<file path="src/rtl/frame_sequencer.sv">
// -----------------------------------------------------------------------------
// frame_sequencer
//
// Purpose:
//   Turns the display vertical-blank pulse into the per-frame update strobe
//   pair (new_frame, then new_frame2 one cycle later) for the game block. It
//   also conditions the raw push-button into a single-cycle press strobe that
//   is never emitted during either update strobe. A sticky overrun flag is
//   raised when an update trigger arrives before the previous update has
//   settled.
//
// Optional feature (macro FRAME_STEP_EN):
//   When defined, adds step_mode / step_req. With step_mode=1 a trigger only
//   issues an update if a step token (set by step_req) is held. With the macro
//   undefined those ports do not exist and every trigger is handled normally.
//
// Ports:
//   clk           in   system clock
//   rstn          in   asynchronous active-low reset
//   vsync_start   in   one-cycle pulse at start of vertical blank
//   button_raw    in   raw asynchronous push-button, active-high
//   overrun_clr   in   one-cycle pulse, clears overrun
//   step_mode     in   (FRAME_STEP_EN only) single-step mode level
//   step_req      in   (FRAME_STEP_EN only) one-cycle step request
//   new_frame     out  one-cycle strobe, game state register update
//   new_frame2    out  one-cycle strobe, one cycle after new_frame
//   button_pulse  out  one-cycle debounced press strobe
//   frame_ready   out  high while the sequencer is idle
//   frame_count   out  number of updates issued, wraps at 16 bits
//   overrun       out  sticky, trigger arrived while not idle
// -----------------------------------------------------------------------------
module frame_sequencer #(
  parameter int unsigned FRAME_DIV       = 1,
  parameter int unsigned SETTLE_CYCLES   = 8,
  parameter int unsigned DEBOUNCE_CYCLES = 250000,
  parameter int unsigned DB_W            = 18
) (
  input  logic        clk,
  input  logic        rstn,
  input  logic        vsync_start,
  input  logic        button_raw,
  input  logic        overrun_clr,
`ifdef FRAME_STEP_EN
  input  logic        step_mode,
  input  logic        step_req,
`endif
  output logic        new_frame,
  output logic        new_frame2,
  output logic        button_pulse,
  output logic        frame_ready,
  output logic [15:0] frame_count,
  output logic        overrun
);

  typedef enum logic [1:0] {
    ST_IDLE   = 2'd0,
    ST_NF1    = 2'd1,
    ST_NF2    = 2'd2,
    ST_SETTLE = 2'd3
  } state_t;

  localparam logic [3:0]      DIV_LAST    = 4'(FRAME_DIV - 32'd1);
  localparam logic [7:0]      SETTLE_LAST = 8'(SETTLE_CYCLES - 32'd1);
  localparam logic [DB_W-1:0] DB_LAST     = DB_W'(DEBOUNCE_CYCLES - 32'd1);
  localparam logic [DB_W-1:0] DB_ONE      = DB_W'(32'd1);
  localparam logic [DB_W-1:0] DB_ZERO     = DB_W'(32'd0);

  // ---------------------------------------------------------------------------
  // Divider
  // ---------------------------------------------------------------------------
  logic [3:0] div_q, div_d;
  logic       trigger_s;
  logic       go_s;

  assign trigger_s = vsync_start && (div_q == DIV_LAST);

  // Next divider count: advance on each vsync pulse, wrap after the last one.
  always_comb begin
    div_d = div_q;
    if (vsync_start) begin
      if (div_q == DIV_LAST) begin
        div_d = 4'd0;
      end else begin
        div_d = div_q + 4'd1;
      end
    end else begin
      div_d = div_q;
    end
  end

  // Divider register.
  always_ff @(posedge clk or negedge rstn) begin
    if (!rstn) begin
      div_q <= 4'd0;
    end else begin
      div_q <= div_d;
    end
  end

`ifdef FRAME_STEP_EN
  // ---------------------------------------------------------------------------
  // Single-step token: a trigger in step mode is only acted on while a token
  // is held. Ignored triggers never reach the FSM, so they cannot raise overrun.
  // ---------------------------------------------------------------------------
  logic token_q, token_d;

  assign go_s = trigger_s && (!step_mode || token_q);

  // Next token state: cleared outside step mode, set by step_req, spent by a trigger.
  always_comb begin
    token_d = token_q;
    if (!step_mode) begin
      token_d = 1'b0;
    end else if (step_req) begin
      token_d = 1'b1;
    end else if (trigger_s && token_q) begin
      token_d = 1'b0;
    end else begin
      token_d = token_q;
    end
  end

  // Step token register.
  always_ff @(posedge clk or negedge rstn) begin
    if (!rstn) begin
      token_q <= 1'b0;
    end else begin
      token_q <= token_d;
    end
  end
`else
  assign go_s = trigger_s;
`endif

  // ---------------------------------------------------------------------------
  // Update FSM with registered strobes
  // ---------------------------------------------------------------------------
  state_t      state_q;
  logic [7:0]  settle_q;
  logic        new_frame_q;
  logic        new_frame2_q;
  logic        frame_ready_q;
  logic [15:0] count_q;

  // Update sequencing: IDLE -> NF1 -> NF2 -> (SETTLE) -> IDLE, outputs registered with the state.
  always_ff @(posedge clk or negedge rstn) begin
    if (!rstn) begin
      state_q       <= ST_IDLE;
      settle_q      <= 8'd0;
      new_frame_q   <= 1'b0;
      new_frame2_q  <= 1'b0;
      frame_ready_q <= 1'b1;
      count_q       <= 16'd0;
    end else begin
      case (state_q)
        ST_IDLE: begin
          if (go_s) begin
            state_q       <= ST_NF1;
            new_frame_q   <= 1'b1;
            frame_ready_q <= 1'b0;
            count_q       <= count_q + 16'd1;
          end else begin
            state_q       <= ST_IDLE;
          end
        end
        ST_NF1: begin
          state_q      <= ST_NF2;
          new_frame_q  <= 1'b0;
          new_frame2_q <= 1'b1;
        end
        ST_NF2: begin
          new_frame2_q <= 1'b0;
          settle_q     <= 8'd0;
          if (SETTLE_CYCLES > 32'd0) begin
            state_q       <= ST_SETTLE;
          end else begin
            state_q       <= ST_IDLE;
            frame_ready_q <= 1'b1;
          end
        end
        ST_SETTLE: begin
          // SETTLE occupies exactly SETTLE_CYCLES cycles.
          if (settle_q == SETTLE_LAST) begin
            state_q       <= ST_IDLE;
            frame_ready_q <= 1'b1;
          end else begin
            settle_q      <= settle_q + 8'd1;
          end
        end
        default: begin
          state_q       <= ST_IDLE;
          new_frame_q   <= 1'b0;
          new_frame2_q  <= 1'b0;
          frame_ready_q <= 1'b1;
        end
      endcase
    end
  end

  // ---------------------------------------------------------------------------
  // Overrun flag: set wins over clear
  // ---------------------------------------------------------------------------
  logic overrun_q, overrun_d;
  logic overrun_set_s;

  assign overrun_set_s = go_s && (state_q != ST_IDLE);

  // Next overrun value.
  always_comb begin
    overrun_d = overrun_q;
    if (overrun_set_s) begin
      overrun_d = 1'b1;
    end else if (overrun_clr) begin
      overrun_d = 1'b0;
    end else begin
      overrun_d = overrun_q;
    end
  end

  // Overrun register.
  always_ff @(posedge clk or negedge rstn) begin
    if (!rstn) begin
      overrun_q <= 1'b0;
    end else begin
      overrun_q <= overrun_d;
    end
  end

  // ---------------------------------------------------------------------------
  // Button path: synchronizer, debouncer, pending press, emission
  // ---------------------------------------------------------------------------
  logic            sync1_q, sync2_q;
  logic            db_level_q, db_level_d;
  logic [DB_W-1:0] db_cnt_q, db_cnt_d;
  logic            rise_s;
  logic            pending_q, pending_d;
  logic            button_pulse_q;
  logic            busy_next_s;
  logic            emit_s;

  // Next debouncer state: accept the synchronized level after DEBOUNCE_CYCLES consecutive differing cycles.
  always_comb begin
    db_level_d = db_level_q;
    db_cnt_d   = db_cnt_q;
    rise_s     = 1'b0;
    if (sync2_q != db_level_q) begin
      if (db_cnt_q == DB_LAST) begin
        db_level_d = sync2_q;
        db_cnt_d   = DB_ZERO;
        rise_s     = sync2_q;
      end else begin
        db_cnt_d   = db_cnt_q + DB_ONE;
      end
    end else begin
      db_cnt_d = DB_ZERO;
    end
  end

  // The strobe register is loaded from the next state, so emission looks at
  // whether the FSM is about to enter NF1/NF2; this keeps button_pulse off
  // both strobe cycles, including the one right after a trigger.
  assign busy_next_s = ((state_q == ST_IDLE) && go_s) || (state_q == ST_NF1);
  assign emit_s      = pending_q && !busy_next_s;

  // Next pending flag: a new press sets it (merging with any press already held), emission clears it.
  always_comb begin
    pending_d = pending_q;
    if (rise_s) begin
      pending_d = 1'b1;
    end else if (emit_s) begin
      pending_d = 1'b0;
    end else begin
      pending_d = pending_q;
    end
  end

  // Button path registers.
  always_ff @(posedge clk or negedge rstn) begin
    if (!rstn) begin
      sync1_q        <= 1'b0;
      sync2_q        <= 1'b0;
      db_level_q     <= 1'b0;
      db_cnt_q       <= DB_ZERO;
      pending_q      <= 1'b0;
      button_pulse_q <= 1'b0;
    end else begin
      sync1_q        <= button_raw;
      sync2_q        <= sync1_q;
      db_level_q     <= db_level_d;
      db_cnt_q       <= db_cnt_d;
      pending_q      <= pending_d;
      button_pulse_q <= emit_s;
    end
  end

  assign new_frame    = new_frame_q;
  assign new_frame2   = new_frame2_q;
  assign button_pulse = button_pulse_q;
  assign frame_ready  = frame_ready_q;
  assign frame_count  = count_q;
  assign overrun      = overrun_q;

endmodule

</file>
<file path="config.mk">
export PLATFORM = sky130hd
export DESIGN_NAME = frame_sequencer
export DESIGN_NICKNAME = d
export VERILOG_FILES = /design/src/rtl/frame_sequencer.sv
export SDC_FILE = /design/constraint.sdc
export NUM_CORES = 1
export LEC_CHECK = 0
export CORE_ASPECT_RATIO = 2
export CORE_UTILIZATION = 51
export DETAILED_ROUTE_END_ITERATION = 10
export PLACE_DENSITY = 0.73
export SLEW_MARGIN = 15
export SYNTH_ARGS = -nofsm -noshare
export SYNTH_HDL_FRONTEND = slang
export SYNTH_SLANG_ARGS = --single-unit
</file>
<file path="constraint.sdc">
create_clock -name clk -period 1.8 [get_ports clk]
set_clock_uncertainty 0.15 [all_clocks]
set_input_delay 0.27 -clock clk [delete_from_list [all_inputs] [get_ports clk]]
set_output_delay 0.27 -clock clk [all_outputs]
set_load 0.01 [all_outputs]
</file>
* Word level (Yosys, flattened, before mapping)
Cells that the tools add are included.
Widths: inputs -> output; s select.
** Word-level totals
- Bits in registers :: 57
- Input port bits :: 5
- Output and inout port bits :: 21
- Word-level logic and storage cells :: 67
** Cells by class
- Add/sub/neg operators :: 4
- Equality and inequality tests :: 9
- Mux-type cells :: 20
- Reductions and logical operators :: 20
** Operators by type and width (number)
- $mux 18 :: 2
- $add 18x1->18 const B :: 1
- $eq 18x18->1 const B :: 1
- $add 16x1->16 const B :: 1
- $pmux 8 s2 :: 1
- $reduce_bool 2->1 :: 7
- $mux 1 :: 10
- $add 8x1->8 const B :: 1
- $eq 8x3->1 const B :: 1
- $mux 8 :: 1
- $pmux 2 s4 :: 1
- $reduce_and 2->1 :: 4
- $ne 2x2->1 const B :: 3
- $pmux 1 s2 :: 3
- $add 4x1->4 const B :: 1
- $eq 2x2->1 const B :: 2
- $logic_and 1x1->1 :: 4
- $logic_not 4->1 :: 1
- $mux 4 :: 1
- $reduce_and 3->1 :: 1
- $eq 2x1->1 const B :: 1
- $logic_not 2->1 :: 1
- $mux 2 :: 1
- $logic_not 1->1 :: 1
- other kinds (2) :: 2

* Depth between registers and ports, before layout
Gate-level depths: netlist of the first run.
- Word-level depth :: 8
- Gate-level depth with buffers :: 7
- Mapped depth without buffers :: 6

* Worst setup path before layout of the first run
OpenSTA, ideal clock, no wires.
- Path type :: register -> register
- From :: reg div_q[0]
- To :: reg count_q[10], in the netlist frame_count[10]
- Setup time :: 0.126 ns
- Data arrival time :: 1.559 ns
- Data required time :: 1.524 ns
- Setup slack :: -0.035 ns
- Cell stages (with the launch flop) :: 8
- Path buffers :: 1
- Clock period less this slack :: 1.835 ns
- Path through :: dfrtp_1 inv_1 ha_1 nand4bb_1 clkbuf_1 nor4_2 nand3_1 xnor2_1
** Between the ends
- Longest elaborated chain between the ends :: 3
** RTL lines
- start, declared :: line 71 : logic [3:0] div_q, div_d;
- start signal, assigned :: line 96 : div_q <= div_d;
- $logic_not 4->1 :: line 75 : assign trigger_s = vsync_start && (div_q == DIV_LAST);
- $logic_and 1x1->1 :: line 75
- $reduce_and 2->1 (no source line)
- end signal, assigned :: line 161 : count_q <= count_q + 16'd1;
- end, declared :: line 143 : logic [15:0] count_q;
No other way between the ends.
A chain may end at the register's enable or synchronous reset.

* Final worst setup path of the first run
- From :: reg db_cnt_q[10]
- To :: reg db_cnt_q[15]
** Between the ends
- Longest elaborated chain between the ends :: 3
- Elaborated cells on any way between the ends :: 4
- Those cells by class :: 1 x add/sub; 1 x eq/ne; 2 x mux
** RTL lines
- start, declared :: line 234 : logic [DB_W-1:0] db_cnt_q, db_cnt_d;
- start signal, assigned :: line 290 : db_cnt_q <= db_cnt_d;
- $add 18x1->18 / $eq 18x18->1 (equally long branches) :: line 252, 247
- $mux 18 * :: line 247 : if (db_cnt_q == DB_LAST) begin
- $mux 18 * :: line 246 : if (sync2_q != db_level_q) begin
- via db_cnt_d[15] :: line 234
Mark *: on every way through the listed nets, which the timed path passes. The rest lies on a longest branch.

==> flow_summary.toml, run 1 <==
[drt]
vias_per_cell = 5.536
wl_met3_um = 163
drtIter0Drc = 36
routed.top_layer = "met4"
num_vias = 2148
wl_per_cell_um = 14.72
wl_met1_mm = 2.268
drc = 0
final_antenna_net_count = 0
wirelength_mm = 5.710
wl_met2_mm = 3.059
drtPass1Iterations = 4

[global_route]
antenna_found_initial = 0
overflow = 0
track_usage_pct = 22.85
grt_max_degree = 58
grt_pass1_vias = 2134
grt_first_pass_wirelength_mm = 9.218

[logic_synthesis]
synth_edf_count = 0
yosys.area_share.simple_pct = 21.60
synth_area_um2 = 2716
ys_top_cells_by_area = "dfrtp_1, xor2_1, xnor2_1, ha_1, nand3_1"
synth_ff_type = "dfrtp_1"
synth-xor-area-share_pct = 10.96
synth_compound_area_share_pct = 6.172
synthArstFlopShare_pct = 100.0
synthAdderAreaFrac_pct = 4.146
synth_top_family_by_area = "simple AND/OR/NAND/NOR gates"
muxShareOfSynthArea_pct = 1.889
mappedNetlistNets = 266
yosysWarnings = 0
yosysSeqAreaShare_pct = 52.56
postSynthCellCount = 252
syn_area_per_cell_um2 = 10.78
yosysUniqueCellTypes = 41
synth_largest_area_cell = "dfrtp_1"
synth_top_area_share_pct = 51.59
synth_seq_cells = 57

[critical_path]
r2r_setup_slack_ns = -0.003
critPathArrivalTime_ns = 1.87
critPathKind = "flop to flop"
cp.required_ns = 1.87
path_max_fanout = 18
cp-end-kind = "flop"
worst_setup_path_start_kind = "flop"

[pwr]
p_switching_uw = 1126
total_power_uw = 3908
p_int_uw = 2782
vdd_drop_max_mv = 0.9012
clkPwrFrac_pct = 31.6
p_leak_uw = 0.001697
p_seq_share_pct = 40.3
comb_power_share_pct = 28.1
power_density_nw_per_um2 = 1062
swShare_pct = 28.82

[timing]
tightest_slew_ns = 0.3594
rsz0062_at_grt = "yes"
maxSlewViolCount = 0
layout_setup_ws_ns = -0.003210
hold_viol_final = 0
setup_viol = 2
fin_crit_ns = 1.803
fmax_mhz = 554.6
max-slew-margin-rel_pct = 75.82
fin_tns_setup_ns = -0.006154
period_share_pct = 100.2

[die]
core_area_um2 = 5139
num_rows = 37
dieWidth_um = 53.61
start_util_pct = 52.86
io_pins = 26
dieArea_um2 = 5640
dieHeight_um = 105.2

[final_layout]
fin_nets = 339
final_area_um2 = 3679
nFillCells = 385
layout_common_cells = "dfrtp_1, buf_4, nor2_1, clkdlybuf4s50_1, nand2_1"
drive_gt1_share_pct = 25.45
fin_cells = 388
final_common_cell = "dfrtp_1"
layout-area-overhead-vs-synth_pct = 35.42
diodes = 0

[worst_hold_path]
hp-class = "flop to flop"

[cts]
htreeDepth = 3
cts_max_path_buffers = 2
cts.sinks = 57
cts_tree = "built"
cts.clk_slew.worst_paths_ns = 0.06
cts_buffers = 9
clk_latency_ns = 0.34
cts_root_buf = "clkbuf_8"

[placement]
hpwlAfterDp_mm = 3.636
place_congestion = 0.8542
dp_cells = 365
placed_area_um2 = 3309
portBuffers = 25

[job]
maxCapViolCount = 0

[status]
status = "finished, violations left"
violations = "setup timing"
-- flip-flops by register name, indices dropped and copies added, names as in the netlist --
| name | flops |
|---|---|
| state_q | 2 |
| div_q | 4 |
| sync2_q | 1 |
| button_pulse | 1 |
| settle_q | 8 |
| new_frame | 1 |
| db_level_q | 1 |
| new_frame2 | 1 |
| pending_q | 1 |
| overrun | 1 |
| db_cnt_q | 18 |
| frame_ready | 1 |
| frame_count | 16 |
| sync1_q | 1 |
-- metal layers --
metal	vias up	track usage, %
met1	1062	25.38
met3	19	6.205
li1	1031	-
met4	0	14.66
met5	-	0
met2	36	36.52
-- final timing paths --
check / endpoint / depth (start not counted) / startpoint
max in group asynchronous: frame_ready / 3 / rstn
setup / recovery: db_cnt_q[15] / 6 / db_cnt_q[10]
hold / removal: sync2_q / 0 / sync1_q
min in group asynchronous: frame_count[11] / 3 / rstn
hold reg to reg: sync2_q / 0 / sync1_q
setup reg to reg: db_cnt_q[15] / 6 / db_cnt_q[10]
-- area by class of cell --
class	instances	area [um^2]	share of cell area, %
Clock buffer	14	172.7	4.694
Clock inverter	2	35.03	0.9524
Inverter	11	41.29	1.122
Multi-Input combinational cell	178	1313	35.68
Sequential cell	57	1431	38.91
Tap cell	58	72.57	1.973
Timing Repair Buffer	68	613.1	16.67
-- power by group through the flow --
stage | logic, uW | registers [uW] | clock network (uW)
2_1_floorplan | 500 | 1610 | 0
3_3_place_gp | 930 | 1580 | 0
3_5_place_dp | 959 | 1590 | 0
4_1_cts | 1040 | 1570 | 1270
5_1_grt | 1240 | 1600 | 1330
6_report | 1100 | 1570 | 1230
-- cell usage after synthesis (all sizes together) (2+ instances only) --
cell	n
buf	2
o31ai	4
nor4	6
a21oi	7
and3	3
or4	3
clkbuf	4
dfrtp	56
nand3	18
nand4	13
xor2	19
nor3	2
nand2	21
nor2	23
xnor2	15
nand2b	2
ha	9
mux2i	4
inv	11
o21ai	8
nor2b	2
and2	2
and4	5
-- stage by stage --
step	worst slack [ns]	hold WS, ns	util [%]
floorplan	0.01183	-0.1756	-
global placement	-0.1503	0.1464	64.40
detailed placement	-0.1933	0.1440	64.40
CTS	-0.03627	0.2041	70.05
global route	-0.07705	0.2088	71.59
finish	-0.003210	0.2137	71.59
-- critical path: stages, from the launching register on --
cell     delay (ns)
dfrtp_1        0.40
nor4_2         0.31
nand2_1        0.16
buf_6          0.15
o41ai_4        0.25
buf_12         0.19
a21oi_1        0.05
-- kinds of logic (layout without fill, tap and decap cells) --
kind of cell,Yosys count,count (layout)
AOI/OAI and AO/OA,24,24
muxes,5,5
adders and majority gates,9,9
buffers and inverters,17,95
DFF,57,57
xor gates and xnor gates,34,34
and+or+nand+nor,106,106
-- what timing repair did --
action | in CTS | in global routing
pin swaps | 6 | 3
setup buffers | 4 | 2
hold buffers | 1 | 0
endpoints found under the setup margin | 9 | 32
resized for setup | 12 | 14
endpoints found under the hold margin | 56 | 0
No activity file was read; power rests on OpenSTA's default activity.
==> run 2, diff against run 1 <==
CORE_MARGIN = 8   (was not set)
==> run 2 against run 1 <==
- the run now ends clean
- non-clock buffer count increased by 3
- final area up 0.10%
- sequential share of layout area hardly changed
- routed wire length up 0.33%
- register-to-register slack better by 0.02 ns
==> flow_summary.toml, run 2 (synthesis results as in run 1) <==
[timing]
rsz0062_at_grt = "yes"
layout_setup_ws_ns = 0.01184
setup_viol = 0
fin_crit_ns = 1.788
max-slew-margin-rel_pct = 77.89
hold_viol_final = 0
tightest_slew_ns = 0.3287
maxSlewViolCount = 0
fmax_mhz = 559.2
period_share_pct = 99.34

[drt]
drc = 0
final_antenna_net_count = 0
wl_per_cell_um = 14.65
vias_per_cell = 5.371
drtPass1Iterations = 4
num_vias = 2100
wirelength_mm = 5.729
drtIter0Drc = 167

[final_layout]
nFillCells = 363
final_common_cell = "dfrtp_1"
largest-register = "db_cnt_q"
fin_util_pct = 71.66
fin_nets = 342
final_area_um2 = 3682
seqCellArea_um2 = 1431
drive_gt1_share_pct = 26.13
multi_input_area_um2 = 1320
layout-area-overhead-vs-synth_pct = 35.56
layout_common_cells = "dfrtp_1, buf_4, nor2_1, clkdlybuf4s50_1, nand2_1"
diodes = 0
largest_reg_flops = 18

[cts]
cts_max_path_buffers = 2
cts_root_buf = "clkbuf_8"
cts.sinks = 57
cts_buffers = 9
cts.clk_slew.worst_paths_ns = 0.06
cts_tree = "built"
clk_latency_ns = 0.33
htreeDepth = 3

[critical_path]
cp.required_ns = 1.86
worst_path_max_delay_cell = "dfrtp_1"
path_max_fanout = 2
rr_worst_depth = 5
critPathLaunch = "db_cnt_q[10]"
slowest_delay_ns = 0.39
critPathKind = "flop to flop"
worstReg2RegStart = "db_cnt_q[10]"
r2r_setup_slack_ns = 0.01
worst_setup_path_start_kind = "flop"
cp-end-kind = "flop"
r2r-end = "db_level_q"
endpoint = "db_level_q"
path_cells = "nor4_2 -> nand2_2 -> nor4_4 -> buf_4 -> mux2_4"
critPathArrivalTime_ns = 1.85

[placement]
place_congestion = 0.8431
placed_area_um2 = 3332
portBuffers = 25
place_ws_ns = -0.1981
hpwlAfterDp_mm = 3.960

[pwr]
vdd_drop_max_mv = 0.8591
power_density_nw_per_um2 = 1024
p_leak_uw = 0.001722
total_power_uw = 3772

[global_route]
antenna_found_initial = 0
grt_max_degree = 58
grt_pass1_vias = 2181
track_usage_pct = 15.35
grt_first_pass_wirelength_mm = 9.680
overflow = 0

[die]
dieWidth_um = 67.61
start_util_pct = 52.86
dieArea_um2 = 8059
io_pins = 26
num_rows = 37
core_area_um2 = 5139
dieHeight_um = 119.2

[status]
status = "complete, no violations"

[job]
maxCapViolCount = 0

[worst_hold_path]
hp-class = "flop to flop"
run 2: cell types whose count changed in the layout (fill, tap and decap cells not counted), sizes merged:
cell,before,now
clkinvlp,0,1
bufinv,1,0
buf,43,46
run 2: power by group:
group	switching [uW]	leakage [uW]	internal, uW	total, uW
clock	473	0.0000927	611	1080
combinational	520	0.000871	587	1110
sequential	137	0.000759	1440	1580
total	1130	0.00172	2640	3770
run 2: metal layers:
layer	share of wire (%)	track usage (%)
met5	0	0
met4	2.3	7.378
met3	4.6	4.695
met2	54	25.16
met1	40	17.18
run 2: area by class of cell:
cell class / instances / area share [%]
multi-input cells: 178 / 35.85
repair buffers: 71 / 17.16
well taps: 58 / 1.971
inverters: 11 / 1.121
flip-flops and latches: 57 / 38.87
clock buffers: 14 / 4.689
clock inverters: 2 / 0.3398
run 2: worst max-delay path, delay by kind of cell (launching register included):
| kind | cells | cell delay (ns) |
|---|---|---|
| flops | 1 | 0.39 |
| buf+inv | 1 | 0.16 |
| simple gates | 3 | 0.69 |
| mux | 1 | 0.29 |
run 2: worst min-delay path by stage:
stage	startpoint	to	slack, ns	cells after the start
2_1_floorplan	rstn	button_pulse	-0.18	0
3_3_place_gp	rstn	frame_count[11]	0.14	2
3_5_place_dp	rstn	frame_count[11]	0.14	2
4_1_cts	sync1_q	sync2_q	0.20	0
5_1_grt	sync1_q	sync2_q	0.22	0
6_report	sync1_q	sync2_q	0.20	0
run 2: repair_timing:
item | CTS | global route
setup endpoints to repair | 10 | 35
pin swaps | 4 | 8
hold buffers | 1 | 0
endpoints found under the hold margin | 56 | 0
setup buffers | 0 | 6
resized for setup | 9 | 18
run 2: metrics by stage:
step | setup TNS [ns] | cells | hold WS [ns]
final | 0 | 391 | 0.1959
after global routing | -1.349 | 391 | 0.2191
after CTS | -0.02326 | 385 | 0.1989
after detailed placement | -1.483 | 368 | 0.1416
after global placement | -1.075 | 368 | 0.1412
after floorplan | 0 | 252 | -0.1756
